`config.mk`:
```
export PLATFORM = sky130hd
export DESIGN_NAME = i2s_transmitter
export DESIGN_NICKNAME = d
export VERILOG_FILES = /design/src/rtl/i2s_transmitter.sv
export SDC_FILE = /design/constraint.sdc
export NUM_CORES = 1
export LEC_CHECK = 0
export BUFFER_PORTS_ARGS = -buffer_cell sky130_fd_sc_hd__buf_4
export CORE_MARGIN = 2
export CORE_UTILIZATION = 51
export DETAILED_ROUTE_END_ITERATION = 12
export GPL_TIMING_DRIVEN = 0
export PLACE_DENSITY = 0.7
export SETUP_SLACK_MARGIN = 0.05
export SLEW_MARGIN = 20
export SYNTH_ARGS = -nofsm -noshare
export SYNTH_HDL_FRONTEND = slang
export SYNTH_SLANG_ARGS = --single-unit
```
`constraint.sdc`:
```
create_clock -name master_clk -period 2.1 [get_ports master_clk]
set_clock_uncertainty 0.2 [all_clocks]
set_input_delay 0.105 -clock master_clk [delete_from_list [all_inputs] [get_ports master_clk]]
set_output_delay 0.105 -clock master_clk [all_outputs]
set_load 0.1 [all_outputs]
```
`src/rtl/i2s_transmitter.sv`:
```
// I2S serialiser: divides master_clk into BCLK/LRCLK and shifts a double-buffered
// mono sample MSB-first into both channel slots, requesting the next sample at each frame start.
module i2s_transmitter #(
  parameter int BCLK_HALF_DIV = 2,
  parameter int SLOT_WIDTH    = 32,
  parameter int SAMPLE_WIDTH  = 16
) (
  input  logic                    master_clk,
  input  logic                    rst,
  input  logic                    enable,
  input  logic [SAMPLE_WIDTH-1:0] sample_in,
  input  logic                    sample_valid,
  output logic                    i2s_bclk,
  output logic                    i2s_lrclk,
  output logic                    i2s_sdata,
  output logic                    sample_req,
  output logic                    underrun
);

  localparam int FRAME_BITS = 2 * SLOT_WIDTH;
  localparam int BIT_W      = $clog2(FRAME_BITS);
  localparam int DIV_W      = (BCLK_HALF_DIV > 1) ? $clog2(BCLK_HALF_DIV) : 1;

  localparam logic [BIT_W-1:0] BIT_LAST = BIT_W'(FRAME_BITS - 1);
  localparam logic [BIT_W-1:0] SLOT_LEN = BIT_W'(SLOT_WIDTH);
  localparam logic [BIT_W-1:0] SAMP_LEN = BIT_W'(SAMPLE_WIDTH);
  localparam logic [DIV_W-1:0] DIV_LAST = DIV_W'(BCLK_HALF_DIV - 1);

  logic [DIV_W-1:0]        div_cnt;
  logic [BIT_W-1:0]        bit_cnt;
  logic [SAMPLE_WIDTH-1:0] holding;
  logic [SAMPLE_WIDTH-1:0] frame_reg;
  logic                    fresh;

  logic                    div_wrap;
  logic                    fall_evt;
  logic                    frame_load;
  logic [BIT_W-1:0]        bit_cnt_nxt;
  logic [BIT_W-1:0]        slot_pos;
  logic [SAMPLE_WIDTH-1:0] shifted;
  logic                    sdata_nxt;

  assign div_wrap   = (div_cnt == DIV_LAST);
  assign fall_evt   = enable && div_wrap && i2s_bclk;
  assign frame_load = fall_evt && (bit_cnt == BIT_LAST);

  // Next bit position and the data bit it carries; the slot's first bit is the
  // I2S one-BCLK delay slot, so position p maps to frame_reg[SAMPLE_WIDTH-p].
  always_comb begin
    // NOTE: every combinational output gets a default first so no path leaves it unassigned (no latch).
    bit_cnt_nxt = '0;
    slot_pos    = '0;
    shifted     = '0;
    sdata_nxt   = 1'b0;

    if (bit_cnt != BIT_LAST) begin
      bit_cnt_nxt = bit_cnt + BIT_W'(1);
    end

    slot_pos = (bit_cnt_nxt >= SLOT_LEN) ? (bit_cnt_nxt - SLOT_LEN) : bit_cnt_nxt;

    if ((slot_pos >= BIT_W'(1)) && (slot_pos <= SAMP_LEN)) begin
      shifted   = frame_reg << (slot_pos - BIT_W'(1));
      sdata_nxt = shifted[SAMPLE_WIDTH-1];
    end
  end

  // Link timing and serial output; everything is forced to its idle value while disabled.
  always_ff @(posedge master_clk or negedge rst) begin
    if (!rst) begin
      div_cnt    <= '0;
      bit_cnt    <= BIT_LAST;
      frame_reg  <= '0;
      i2s_bclk   <= 1'b0;
      i2s_lrclk  <= 1'b0;
      i2s_sdata  <= 1'b0;
      sample_req <= 1'b0;
      underrun   <= 1'b0;
    end else begin
      // NOTE: state registers use non-blocking assignments so every register samples pre-edge values.
      sample_req <= 1'b0;
      underrun   <= 1'b0;

      if (!enable) begin
        div_cnt   <= '0;
        bit_cnt   <= BIT_LAST;
        i2s_bclk  <= 1'b0;
        i2s_lrclk <= 1'b0;
        i2s_sdata <= 1'b0;
      end else begin
        div_cnt <= div_wrap ? '0 : div_cnt + DIV_W'(1);

        if (div_wrap) begin
          i2s_bclk <= ~i2s_bclk;
        end

        if (fall_evt) begin
          bit_cnt   <= bit_cnt_nxt;
          i2s_lrclk <= (bit_cnt_nxt >= SLOT_LEN);
          i2s_sdata <= sdata_nxt;
        end

        if (frame_load) begin
          frame_reg  <= holding;
          sample_req <= 1'b1;
          underrun   <= ~fresh;
        end
      end
    end
  end

  // Holding register keeps capturing while disabled; a capture in the load cycle wins over the clear.
  always_ff @(posedge master_clk or negedge rst) begin
    if (!rst) begin
      holding <= '0;
      fresh   <= 1'b0;
    end else if (sample_valid) begin
      holding <= sample_in;
      fresh   <= 1'b1;
    end else if (frame_load) begin
      fresh   <= 1'b0;
    end
  end

endmodule

```
==> impl_metrics.csv <==
group,metric,value,unit
die,start_util,52.7,%
timing,maxSlewViolCount,0,
clock_network,clockRootBuffer,"clkbuf_8",
final_layout,layout_common_cells,"dfrtp_1, buf_4, mux2_2",
run_status,status,"finished with violations",
critical_path,reg2regPathDepth,7,
timing,grt_setup_unrepaired,"true",
die,num_rows,23,
final_layout,syn_to_final_growth,35.1,%
yosys,synth.largest_area_cell,"dfrtp_1",
yosys,synth_top_area_share,46.3,%
global_route,grt_max_degree,46,
yosys,synthSimpleGateAreaFrac,9.25,%
yosys,synth_cells,157,
critical_path,end_kind,"flip-flop",
yosys,yosys.area_share.adder,1.19,%
timing,finalCriticalPeriod,2300,ps
timing,whs,146,ps
power_and_ir_drop,ir_drop,587,µV
min_path,hp-class,"in -> async",
yosys,syn_area_per_cell,13.4,µm²
clock_network,clockBufferDepth,2,
die,dieArea,4670,µm²
timing,slew-limit-headroom,63.6,%
final_layout,mostFrequentLayoutCell,"dfrtp_1",
clock_network,clock_latency,290,ps
yosys,synth_compound_area_share,8.13,%
critical_path,path_class,"reg -> reg",
placement,gp_congestion,0.891,
yosys,yosys_warnings,0,
final_layout,fillers,272,
routing,vias,1459,
placement,hpwl,2590,µm
power_and_ir_drop,power.leakage,1.29,nW
timing,hold_violations,0,
timing,finalCritPeriodShare,110,%
routing,route.antenna.remaining_nets,0,
critical_path,crit_slowest_cell,"dfstp_2",
global_route,grt_overflow,0,
critical_path,worstPathRequired,2080,ps
clock_network,cts_buffers,5,
yosys,synthMuxAreaShare,22.4,%
clock_network,clock_sinks,45,
clock_network,cts_max_level,2,
global_route,grt_pass1_wl,6810,µm
global_route,grt_usage,20.2,%
yosys,seq_area_frac_synth,53.7,%
yosys,synth_top_family_by_area,"multiplexers",
clock_network,clk_pin_slew,80,ps
yosys,synth_area_leaders,"dfrtp_1, mux2_2, dfstp_2, mux2_1, mux4_2",
die,fp.dieW,68.3,µm
power_and_ir_drop,powerDensity,810,nW/µm²
placement,io_buffers,23,
final_layout,num_antenna_cells,0,
die,ios,25,
critical_path,critical-path-max-stage-delay,590,ps
critical_path,setup.worst_path.start_class,"flip-flop",
critical_path,cp_max_fo,4,
timing,setup_violations,16,
run_status,violations,"setup timing",
timing,max_freq,434,MHz
timing,timing.final.ws_setup,-204,ps
global_route,first_global_vias,1484,
yosys,synthXorXnorAreaFrac,1.25,%
yosys,synthDistinctLibCells,46,
routing,via_per_inst,5.36,
routing,drt_iter0_markers,145,
yosys,synth_area,2110,µm²
yosys,syn-num-nets,179,
routing,route.detailed.drc,0,
routing,routed_wl,4120,µm
critical_path,crit_path_cell_trace,"inv_4, ha_4, buf_8, mux4_2, a22o_1, a31oi_2, o31ai_2",
die,fp.dieH,68.3,µm
die,core,4000,µm²
timing,fin_setup_tns,-1830,ps
critical_path,arrival,2280,ps
final_layout,fin_nets,243,
clock_network,cts_tree,"built",
global_route,grt_antenna_before_repair,0,
routing,wl_per_cell,15.1,µm
job,maxCapViolations,0,
yosys,ys_ff_latch,45,
timing,worst_pin_slew,546,ps
final_layout,drive_above_1_share,47.3,%
routing,first_pass_iters,4,
final cells by class:
type                            instances  area, µm²  area share, %
Inverter                                4       20.0          0.702
Clock inverter                          1       5.00          0.176
Buffer                                  9       87.6           3.07
Multi-Input combinational cell         99        950           33.3
Tap cell                               50       62.6           2.19
Clock buffer                            7       76.3           2.68
Sequential cell                        45       1130           39.8
Timing Repair Buffer                   57        514           18.0
final timing paths:
path                                        start                     end  slack [ps]
max                        bit_cnt[1]$_DFFE_PN1P_   i2s_sdata$_DFFE_PN0P_        -200
min                                           rst  holding[4]$_DFFE_PN0P_         150
max reg2reg                bit_cnt[1]$_DFFE_PN1P_   i2s_sdata$_DFFE_PN0P_        -200
min reg2reg                     div_cnt$_DFF_PN0_       div_cnt$_DFF_PN0_         290
max in group asynchronous                     rst    i2s_bclk$_DFFE_PN0N_        1160
min in group master_clk              sample_valid  holding[4]$_DFFE_PN0P_         150
timing repair:
action / in CTS / in global routing
setup buffers: 5 / 11
hold buffers: 18 / 0
pin swaps: 1 / 6
hold endpoints to repair: 62 / 0
gates resized for setup: 4 / 14
setup endpoints to repair: 19 / 19
synthesized netlist by cell type, drive strengths merged:
| library cell | n |
|---|---|
| a211o | 1 |
| a21oi | 3 |
| a22o | 1 |
| a31oi | 2 |
| and2 | 4 |
| and3 | 3 |
| and4 | 1 |
| buf | 6 |
| clkbuf | 3 |
| dfrtp | 39 |
| dfstp | 6 |
| ha | 2 |
| inv | 4 |
| mux2 | 32 |
| mux2i | 1 |
| mux4 | 4 |
| nand2 | 11 |
| nand2b | 1 |
| nand3 | 4 |
| nand4 | 1 |
| nand4bb | 1 |
| nor2 | 5 |
| nor2b | 1 |
| nor3 | 1 |
| nor4 | 1 |
| o2111ai | 1 |
| o211a | 1 |
| o211ai | 2 |
| o21a | 1 |
| o21ai | 6 |
| o21bai | 1 |
| o311a | 1 |
| o311ai | 2 |
| o31ai | 1 |
| xor2 | 3 |
routing by layer:
metal	track usage, %	vias up	share of wire [%]
met5	0	-	0
met4	6.75	0	1.1
met3	4.93	4	2.7
met2	33.5	31	53
met1	26.0	727	43
li1	-	697	-
metrics by stage:
stage          cells  setup slack, ps  power [mW]  util (%)  cell area, µm²
3_3_place_gp     230             -277        1.64      59.1            2360
5_1_grt          272             -244        2.44      71.3            2850
6_report         272             -204        2.31      71.3            2850
2_1_floorplan    157             -154        1.53         -            2130
3_5_place_dp     230             -317        1.67      59.1            2360
4_1_cts          261             -198        2.23      67.1            2680
worst max-delay path: cells and delay by family, from the launching register on:
kind,cells,cell delay [ps]
compound gates,3,470
fa+ha+maj,1,260
buf+inv,2,160
flops,1,590
mux,1,510
cells by family after synthesis:
logic type               after synthesis
AO/OA/AOI/OAI                         23
XOR/XNOR                               3
buffers and inverters                 13
flip-flops                            45
AND/OR/NAND/NOR                       34
adder cells (fa/ha/maj)                2
multiplexers                          37
report_power, final:
part / switching, mW / total [mW] / internal [mW] / leakage (nW)
Combinational: 0.234 / 0.641 / 0.407 / 0.709
Clock: 0.272 / 0.505 / 0.234 / 0.0422
Sequential: 0.106 / 1.16 / 1.06 / 0.539
Total: 0.612 / 2.31 / 1.70 / 1.29
Note: power is estimated with default switching activity, not from simulation.
